**src/rtl/updown_trace_decoder_pkg.sv**
```systemverilog
// Shared types for the up/down counter trace decoder: event kinds, FSM states
// and the queued event record.
package updown_trace_pkg;

  localparam int unsigned DEFAULT_WIDTH = 32;

  typedef enum logic [1:0] {
    EV_UP    = 2'd0,
    EV_DOWN  = 2'd1,
    EV_RESET = 2'd2,
    EV_ERR   = 2'd3
  } ev_kind_t;

  typedef enum logic {
    PRIME,
    TRACK
  } state_t;

  typedef struct packed {
    ev_kind_t                 kind;
    logic [DEFAULT_WIDTH-1:0] value;
  } trace_event_t;

endpackage

```
**src/rtl/updown_trace_decoder_if.sv**
```systemverilog
// Valid/ready event stream carrying decoded counter events out of the monitor.
interface updown_trace_decoder_if #(
  parameter int unsigned WIDTH = 32
);
  import updown_trace_pkg::*;

  logic             ev_valid;
  logic             ev_ready;
  ev_kind_t         ev_kind;
  logic [WIDTH-1:0] ev_value;

  modport master (
    output ev_valid,
    output ev_kind,
    output ev_value,
    input  ev_ready
  );

  modport slave (
    input  ev_valid,
    input  ev_kind,
    input  ev_value,
    output ev_ready
  );
endinterface

```
**src/rtl/updown_trace_decoder_fifo.sv**
```systemverilog
// Synchronous show-ahead FIFO; the caller guarantees push is only raised when
// there is room (or a pop happens in the same cycle).
module trace_event_fifo #(
  parameter int unsigned DATA_W = 34,
  parameter int unsigned DEPTH  = 8
) (
  input  logic              clock,
  input  logic              reset,
  input  logic              push,
  input  logic [DATA_W-1:0] push_data,
  input  logic              pop,
  output logic [DATA_W-1:0] head,
  output logic              full,
  output logic              empty
);
  localparam int unsigned AW = $clog2(DEPTH);
  localparam logic [AW:0] PTR_ONE = 1;

  logic [DATA_W-1:0] mem [DEPTH];
  logic [AW:0]       wr_ptr;
  logic [AW:0]       rd_ptr;

  always_ff @(posedge clock) begin
    if (reset) begin
      wr_ptr <= '0;
      rd_ptr <= '0;
    end else begin
      if (push) wr_ptr <= wr_ptr + PTR_ONE;
      if (pop)  rd_ptr <= rd_ptr + PTR_ONE;
    end
  end

  always_ff @(posedge clock) begin
    if (push) mem[wr_ptr[AW-1:0]] <= push_data;
  end

  // Extra pointer MSB distinguishes full from empty when the indices match.
  assign empty = (wr_ptr == rd_ptr);
  assign full  = (wr_ptr[AW] != rd_ptr[AW]) && (wr_ptr[AW-1:0] == rd_ptr[AW-1:0]);
  assign head  = mem[rd_ptr[AW-1:0]];

endmodule

```
**src/rtl/updown_trace_decoder.sv**
```systemverilog
// Passive decoder for an up/down counter's output: reconstructs up/down/reset
// instructions from consecutive samples, queues events and keeps statistics.
module updown_trace_decoder
  import updown_trace_pkg::*;
#(
  parameter int unsigned WIDTH = 32,
  parameter int unsigned DEPTH = 8,
  parameter int unsigned CNT_W = 16
) (
  input  logic                   clock,
  input  logic                   reset,
  input  logic                   enable,
  input  logic [WIDTH-1:0]       value,
  updown_trace_decoder_if.master ev,
  output logic                   overflow,
  output logic                   mismatch,
  output logic [CNT_W-1:0]       up_cnt,
  output logic [CNT_W-1:0]       down_cnt,
  output logic [CNT_W-1:0]       rst_cnt,
  output logic [CNT_W-1:0]       err_cnt
);
  localparam logic [WIDTH-1:0] ONE     = WIDTH'(1);
  localparam logic [CNT_W-1:0] CNT_ONE = CNT_W'(1);

  state_t           state;
  logic [WIDTH-1:0] prev;
  logic [WIDTH-1:0] delta;
  ev_kind_t         kind;

  logic             push;
  logic             pop;
  logic             accept;
  logic             drop;
  logic             full;
  logic             empty;
  logic [WIDTH+1:0] head;

  // Priority order matters: a held reset (0 -> 0) beats everything, and
  // 1 -> 0 is decoded as DOWN before the generic "went to zero" RESET rule.
  always_comb begin
    delta = value - prev;
    kind  = EV_ERR;
    if (value == '0 && prev == '0) kind = EV_RESET;
    else if (delta == ONE)         kind = EV_UP;
    else if (delta == '1)          kind = EV_DOWN;
    else if (value == '0)          kind = EV_RESET;
  end

  assign push   = enable && (state == TRACK);
  assign pop    = !empty && ev.ev_ready;
  assign accept = push && (!full || pop);
  assign drop   = push && full && !pop;

  trace_event_fifo #(
    .DATA_W (WIDTH + 2),
    .DEPTH  (DEPTH)
  ) u_fifo (
    .clock     (clock),
    .reset     (reset),
    .push      (accept),
    .push_data ({kind, value}),
    .pop       (pop),
    .head      (head),
    .full      (full),
    .empty     (empty)
  );

  assign ev.ev_valid = !empty;
  assign ev.ev_kind  = empty ? EV_UP : ev_kind_t'(head[WIDTH+1:WIDTH]);
  assign ev.ev_value = empty ? '0 : head[WIDTH-1:0];

  always_ff @(posedge clock) begin
    if (reset) begin
      state    <= PRIME;
      prev     <= '0;
      overflow <= 1'b0;
      mismatch <= 1'b0;
      up_cnt   <= '0;
      down_cnt <= '0;
      rst_cnt  <= '0;
      err_cnt  <= '0;
    end else begin
      case (state)
        PRIME: begin
          if (enable) begin
            prev  <= value;
            state <= TRACK;
          end
        end
        TRACK: begin
          if (enable) prev  <= value;
          else        state <= PRIME;
        end
        default: state <= PRIME;
      endcase

      if (drop) overflow <= 1'b1;

      // Statistics see every decoded event, whether or not the FIFO kept it.
      if (push) begin
        case (kind)
          EV_UP:    if (~&up_cnt)   up_cnt   <= up_cnt + CNT_ONE;
          EV_DOWN:  if (~&down_cnt) down_cnt <= down_cnt + CNT_ONE;
          EV_RESET: if (~&rst_cnt)  rst_cnt  <= rst_cnt + CNT_ONE;
          default: begin
            if (~&err_cnt) err_cnt <= err_cnt + CNT_ONE;
            mismatch <= 1'b1;
          end
        endcase
      end
    end
  end

endmodule

```
**src/flat_wrapper.sv**
```systemverilog
// flat-port wrapper written by rule: the top's interface ports become plain ports
module updown_trace_decoder_flat import updown_trace_pkg::*;
#(
  parameter int unsigned WIDTH = 32,
  parameter int unsigned DEPTH = 8,
  parameter int unsigned CNT_W = 16
)
  (clock, reset, enable, value, overflow, mismatch, up_cnt, down_cnt, rst_cnt, err_cnt, ev_ev_valid, ev_ev_kind, ev_ev_value, ev_ev_ready);
  updown_trace_decoder_if #(.WIDTH(WIDTH)) ev_i ();
  input  logic clock;
  input  logic reset;
  input  logic enable;
  input  logic [WIDTH-1:0] value;
  output logic overflow;
  output logic mismatch;
  output logic [CNT_W-1:0] up_cnt;
  output logic [CNT_W-1:0] down_cnt;
  output logic [CNT_W-1:0] rst_cnt;
  output logic [CNT_W-1:0] err_cnt;
  output wire logic [$bits(ev_i.ev_valid)-1:0] ev_ev_valid;
  output wire logic [$bits(ev_i.ev_kind)-1:0] ev_ev_kind;
  output wire logic [$bits(ev_i.ev_value)-1:0] ev_ev_value;
  input wire logic [$bits(ev_i.ev_ready)-1:0] ev_ev_ready;
  assign ev_ev_valid = ev_i.ev_valid;
  assign ev_ev_kind = ev_i.ev_kind;
  assign ev_ev_value = ev_i.ev_value;
  assign ev_i.ev_ready = ev_ev_ready;
  updown_trace_decoder #(.WIDTH(WIDTH), .DEPTH(DEPTH), .CNT_W(CNT_W)) u_core (.clock(clock), .reset(reset), .enable(enable), .value(value), .ev(ev_i), .overflow(overflow), .mismatch(mismatch), .up_cnt(up_cnt), .down_cnt(down_cnt), .rst_cnt(rst_cnt), .err_cnt(err_cnt));
endmodule
```
**config.mk**
```make
export PLATFORM = sky130hd
export DESIGN_NAME = updown_trace_decoder_flat
export DESIGN_NICKNAME = d
export VERILOG_FILES = /design/src/rtl/updown_trace_decoder_pkg.sv /design/src/rtl/updown_trace_decoder_if.sv /design/src/rtl/updown_trace_decoder_fifo.sv /design/src/rtl/updown_trace_decoder.sv /design/src/flat_wrapper.sv
export SDC_FILE = /design/constraint.sdc
export NUM_CORES = 1
export LEC_CHECK = 0
export ABC_AREA = 1
export ABC_CLOCK_PERIOD_IN_PS = 3950
export BUFFER_PORTS_ARGS = -buffer_cell sky130_fd_sc_hd__buf_2
export CAP_MARGIN = 0
export CORE_MARGIN = 8
export CORE_UTILIZATION = 35
export CTS_CLUSTER_DIAMETER = 150
export CTS_CLUSTER_SIZE = 12
export DETAILED_ROUTE_END_ITERATION = 12
export PLACE_DENSITY_LB_ADDON = 0.08
export RECOVER_POWER = 100
export SLEW_MARGIN = 20
export SYNTH_ARGS = -nofsm -noshare
export SYNTH_HDL_FRONTEND = slang
export SYNTH_SLANG_ARGS = --single-unit
```
**constraint.sdc**
```tcl
create_clock -name clock -period 3.95 [get_ports clock]
set_input_delay 0.395 -clock clock [delete_from_list [all_inputs] [get_ports clock]]
set_output_delay 0.395 -clock clock [all_outputs]
set_load 0.05 [all_outputs]
```
Word level (Yosys, flattened, before mapping)
Memory sizes are Yosys's and may differ from the RTL's. A register that Yosys moved wholly into a read port is not among the register bits.
Index checks and enable logic that the tools add are counted.
{ "classes": {"n_mux": 12, "n_bitwise": 5, "n_eq_ne": 7, "add_sub_neg": 7, "reduce_logical": 24} }
{ "ops": {"columns": ["cell", "n"], "rows": [
  ["adder 16 x 1 -> 16 bit, second input constant", 4],
  ["logical NOT 32 bit", 2],
  ["2-to-1 mux 32 bit", 2],
  ["AND reduction 16 bit", 4],
  ["== test 32 x 1 -> 1 bit, second input constant", 1],
  ["== test 32 bit, second input constant", 1],
  ["subtractor 32 bit", 1],
  ["AND reduction 3 bit", 4],
  ["adder 4 x 1 -> 4 bit, second input constant", 2],
  ["2-to-1 mux 2 bit", 4],
  ["logical AND 1 bit", 7],
  ["2-to-1 mux 3 bit", 2],
  ["inverter 1 bit", 5],
  ["== test 4 bit", 1],
  ["2-to-1 mux 1 bit", 4],
  ["== test 3 bit", 1],
  ["logical NOT 1 bit", 3],
  ["OR reduction 3 bit", 1],
  ["== test 2 x 1 -> 1 bit, second input constant", 1],
  ["== test 2 bit, second input constant", 1],
  ["logical NOT 2 bit", 1],
  ["AND reduction 2 bit", 1],
  ["logical OR 1 bit", 1],
  ["!= test 1 bit", 1]
]} }
{ "totals": {"reg_bits": 107, "output_inout_bits": 101, "word_cells": 66, "memories": 1, "ram_bits": 272, "input_bits": 36} }
{ "mem_list": {"columns": ["memory", "depth", "width", "read_ports", "rd_clocked_by_memory_dff", "wr", "line", "text"], "rows": [
  ["u_core.u_fifo.mem", 8, 34, 1, 1, 1, "updown_trace_decoder_fifo.sv:19", "logic [DATA_W-1:0] mem [DEPTH];"]
]} }

Logic depth before layout (Yosys ltp)
{ "depth": {"ltp_word": 9, "mapped_depth": 25, "mapped_depth_nobuf": 24} }

Modules after synthesis
A second synthesis with hierarchy kept.
{ "unflattened": {"cells_unflattened": 2798, "area_unflattened_um2": 21162.8} }
{ "modules_own_cells": {"columns": ["mod", "area_per_inst_um2", "instances", "seq_area_each_um2", "cells_each"], "rows": [
  ["trace_event_fifo", 12284.3, 1, 8388.0, 1243],
  ["updown_trace_decoder", 8878.5, 1, 1981.9, 1555]
]} }

Worst setup path before layout
No wires, ideal clock.
{ "synth_path": {"path_type": "input to register", "start": "in enable", "end": "mem u_core.u_fifo.mem[7][0], enable pin", "path_stages": 7, "slack_ns": 0.974, "t_required_ns": 3.522, "path_buffers": 1, "setup_time_ns": 0.428, "t_arrival_ns": 2.548, "path_cell_list": "nand2_1 > inv_1 > buf_2 > nand2_1 > nor2_1 > inv_1 > nor2_1"} }
{ "synth_via": {"elab_chain_cells": 4} }
{ "synth_rtl": {"columns": ["element", "line", "text"], "rows": [
  ["start: declaration", "flat_wrapper.sv:12", "input logic enable;"],
  ["logical AND 1 bit", "updown_trace_decoder.sv:49", "assign push = enable && (state == TRACK);"],
  ["logical AND 1 bit", "updown_trace_decoder.sv:51", "assign accept = push && (!full || pop);"],
  ["2-to-1 mux 1 bit", "updown_trace_decoder_fifo.sv:34", "if (push) mem[wr_ptr[AW-1:0]] <= push_data;"],
  ["2-to-1 mux 1 bit (not written as such)", "updown_trace_decoder_fifo.sv:34", null],
  ["end: declaration", "updown_trace_decoder_fifo.sv:19", null]
]} }
Every way passes these cells.

==> summary.txt <==
Outcome
  • Status: complete, but fails checks
  • Failing checks: max-capacitance violations, max-slew violations

Clock network
  • H-Tree Depth: 2
  • TritonCTS Sinks: 382
  • CTS resizes: 0
  • Num CTS Buffers: 37
  • Worst-path clk slew: 60 ps
  • Hold buffers post-CTS: 0
  • TritonCTS clock tree: built
  • Clk Latency, worst-skew pair: 560 ps
  • Root Buffer: clkbuf_16
  • Setup bufs post-CTS: 0
  • CTS max path bufs: 3

Timing
  • Minimum clock period: 3610 ps
  • Final hold vios: 0
  • Final TNS setup: 0 ps
  • Worst relative slew slack: -56.9%
  • Final WS setup: 337 ps
  • Slew Viols, Final: 108
  • Maximum clock frequency: 277 MHz
  • Minimum hold slack: 218 ps
  • Clock skew: 14.8 ps
  • Final worst path period share: 91.5%
  • Final setup violation count: 0
  • RSZ-0062 raised after global routing: false
  • Worst-Margin Slew: 2350 ps

Finish
  • Final #Nets: 2,515
  • # diodes: 0
  • Final instance area: 0.0216 mm^2
  • Layout overhead on the synthesized area: 12.8%
  • Share of layout cells above drive strength 1: 6.29%

GRT
  • Antenna violations before repair: 0
  • Largest net degree at the start of global routing: 75
  • Met2 global-route usage: 30.5%
  • GRT met3 Usage: 2.64%
  • Overflow after GRT: 0
  • Total GRT Usage: 18.1%
  • First-pass GRT wire length: 90,200 um
  • Most Crowded Layer GR: met2
  • Vias in the first global route: 15,389
  • GRT met1 Usage: 24.5%

Floorplanning
  • Die height: 250 um
  • I/O Pins: 137
  • Core area: 0.0547 mm^2
  • Die X: 250 um
  • Initial Util: 35.1%
  • Rows: 86
  • Die footprint: 0.0626 mm^2

Route
  • Vias: 15,929
  • Drt wl/cell: 18.3 um
  • Routed Antenna Nets: 0
  • # DRC: 0
  • WL final: 58,100 um
  • Length of the first detailed-routing pass in iterations: 7
  • DRT iter0 DRCs: 999
  • Vias per cell: 5.03

Job
  • Max Cap Viol: 2

Setup path
  • Crit-path max FO: 22
  • Arr. time, crit path: 3220 ps
  • Worst setup EP type: output pin
  • Critical path class: reg2out
  • Depth of the worst register-to-register path: 21
  • Critical Path Source Type: register
  • Reg2reg start: u_core.prev[12]$_SDFFE_PP0P_
  • RR Endpoint: u_core.rst_cnt[3]$_SDFFE_PP0P_
  • Worst EP required: 3560 ps
  • FF-to-FF setup slack: 540 ps

Worst hold path
  • Worst Hold Class: in2reg
  • Hold path start: ev_ev_ready
  • Cell count of the worst hold path: 3

Pwr
  • Pleak: 8.48 nW
  • Pwr dens: 453 mW/mm^2
  • Design Power: 9.80 mW
  • VDD IR max: 0.000260 V

Placement
  • IO buf count: 136
  • Placer Congestion: 0.860
  • Placement-stage cell area: 0.0210 mm^2
  • Detailed placement HPWL: 40,000 um
  • Pre-CTS setup slack: 341 ps

Synthesis
  • Yosys reg bits: 382
  • Synth area leader: edfxtp_1
  • Async set-reset flop share out of synthesis: 0%
  • Syn_area_per_cell: 8.38 um^2
  • Top FF cell, synth: edfxtp_1
  • Count leader, synth: nand2_1
  • Seq/Total Area, Yosys: 54.0%
  • Syn nets: 2,365
  • Area fraction of the dominant cell type after synthesis: 42.6%
  • Syn. warnings: 0
  • Synth unique cells: 43
  • Synth area leaders: edfxtp_1, dfxtp_1, nand2_1, nor2_1, o21ai_0
  • Post-Synthesis Cells: 2,290
  • Post-synth EDFFs: 272
  • Commonest cells in the synthesized netlist: nand2_1, nor2_1, inv_1, edfxtp_1, o21ai_0
  • Post-synthesis cell area: 0.0192 mm^2
## final cells by class
class,count,area (um^2)
clock buffer,60,1030
timing repair buffer,196,893
fill,5703,33000
inverter,284,1070
tap,704,881
multi-input combinational,1539,7370
clock inverter,2,20.0
sequential,382,10400
## stage by stage
stage,util [%],cells
floorplan,-,2290
global placement,38.3,3105
detailed placement,38.3,3105
CTS,40.3,3167
global route,39.6,3167
finish,39.6,3167
## per-layer routing
metal / vias to the layer above / routed length, um
met5: - / 0
met4: 0 / 1050
met3: 59 / 2360
met2: 292 / 27300
met1: 7615 / 27400
li1: 7963 / -
## flip-flops by register name, indices dropped and copies added, names as in the netlist, named ones only
name / flops
u_core.prev: 32
u_core.u_fifo.rd_ptr: 4
u_core.overflow: 1
u_core.u_fifo.mem: 272
u_core.down_cnt: 16
u_core.err_cnt: 16
u_core.rst_cnt: 16
u_core.mismatch: 1
u_core.u_fifo.wr_ptr: 4
u_core.up_cnt: 16
u_core.state: 1
## worst max path at each step
stage,start,to
2_1_floorplan,enable,u_core.u_fifo.mem[7][0]$_DFFE_PP_
3_3_place_gp,value[0],u_core.rst_cnt[0]$_SDFFE_PP0P_
3_5_place_dp,value[0],u_core.down_cnt[2]$_SDFFE_PP0P_
4_1_cts,register,ev_ev_value[1]
5_1_grt,register,ev_ev_kind[0]
6_report,register,ev_ev_value[8]
## worst max-delay path, cell delays in order (launching register included)
cell	delay, ps
dfxtp_1	930
inv_2	480
buf_12	310
nor2_1	100
o21ai_0	110
a31oi_1	190
clkbuf_1	510
## placed cells by master (no fill, tap or decap), types with 5 or more instances in the layout
| cell | netlist | routed |
|---|---|---|
| nand3_1 | 100 | 104 |
| nor4_1 | 26 | 26 |
| xor2_1 | 12 | 12 |
| o21ai_0 | 222 | 224 |
| a21oi_1 | 96 | 96 |
| xnor2_1 | 7 | 7 |
| nor2_1 | 374 | 373 |
| nor2_2 | 7 | 6 |
| nand2_2 | 19 | 16 |
| dfxtp_1 | 110 | 109 |
| inv_1 | 273 | 271 |
| edfxtp_1 | 272 | 272 |
| o22ai_1 | 34 | 34 |
| clkbuf_16 | 0 | 38 |
| buf_4 | 4 | 19 |
| clkinv_1 | 4 | 5 |
| a31oi_1 | 36 | 36 |
| nor2_4 | 3 | 5 |
| clkbuf_1 | 66 | 154 |
| nand4_1 | 51 | 51 |
| clkbuf_2 | 0 | 35 |
| nand2_1 | 458 | 461 |
| ha_1 | 38 | 38 |
| nand3_2 | 9 | 6 |
| buf_2 | 8 | 8 |
| nor3_1 | 22 | 22 |
| inv_2 | 6 | 7 |
## power breakdown
part           total [mW]  internal (mW)  switching [mW]
clock                3.30           1.79            1.51
sequential           4.39           4.34          0.0563
combinational        2.11          0.547            1.56
total                9.80           6.67            3.13
## cells by family (layout without fill, tap and decap cells)
kind of cell | count (synthesis) | after routing | share of synthesized area [%]
adders and majority gates | 39 | 39 | 2.58
xor gates and xnor gates | 19 | 19 | 0.867
AOI/OAI and AO/OA | 400 | 400 | 11.1
buffers and inverters | 369 | 542 | 7.43
and+or+nand+nor | 1081 | 1081 | 24.0
DFF | 382 | 382 | 54.0
No activity file was read; power rests on OpenSTA's default activity.
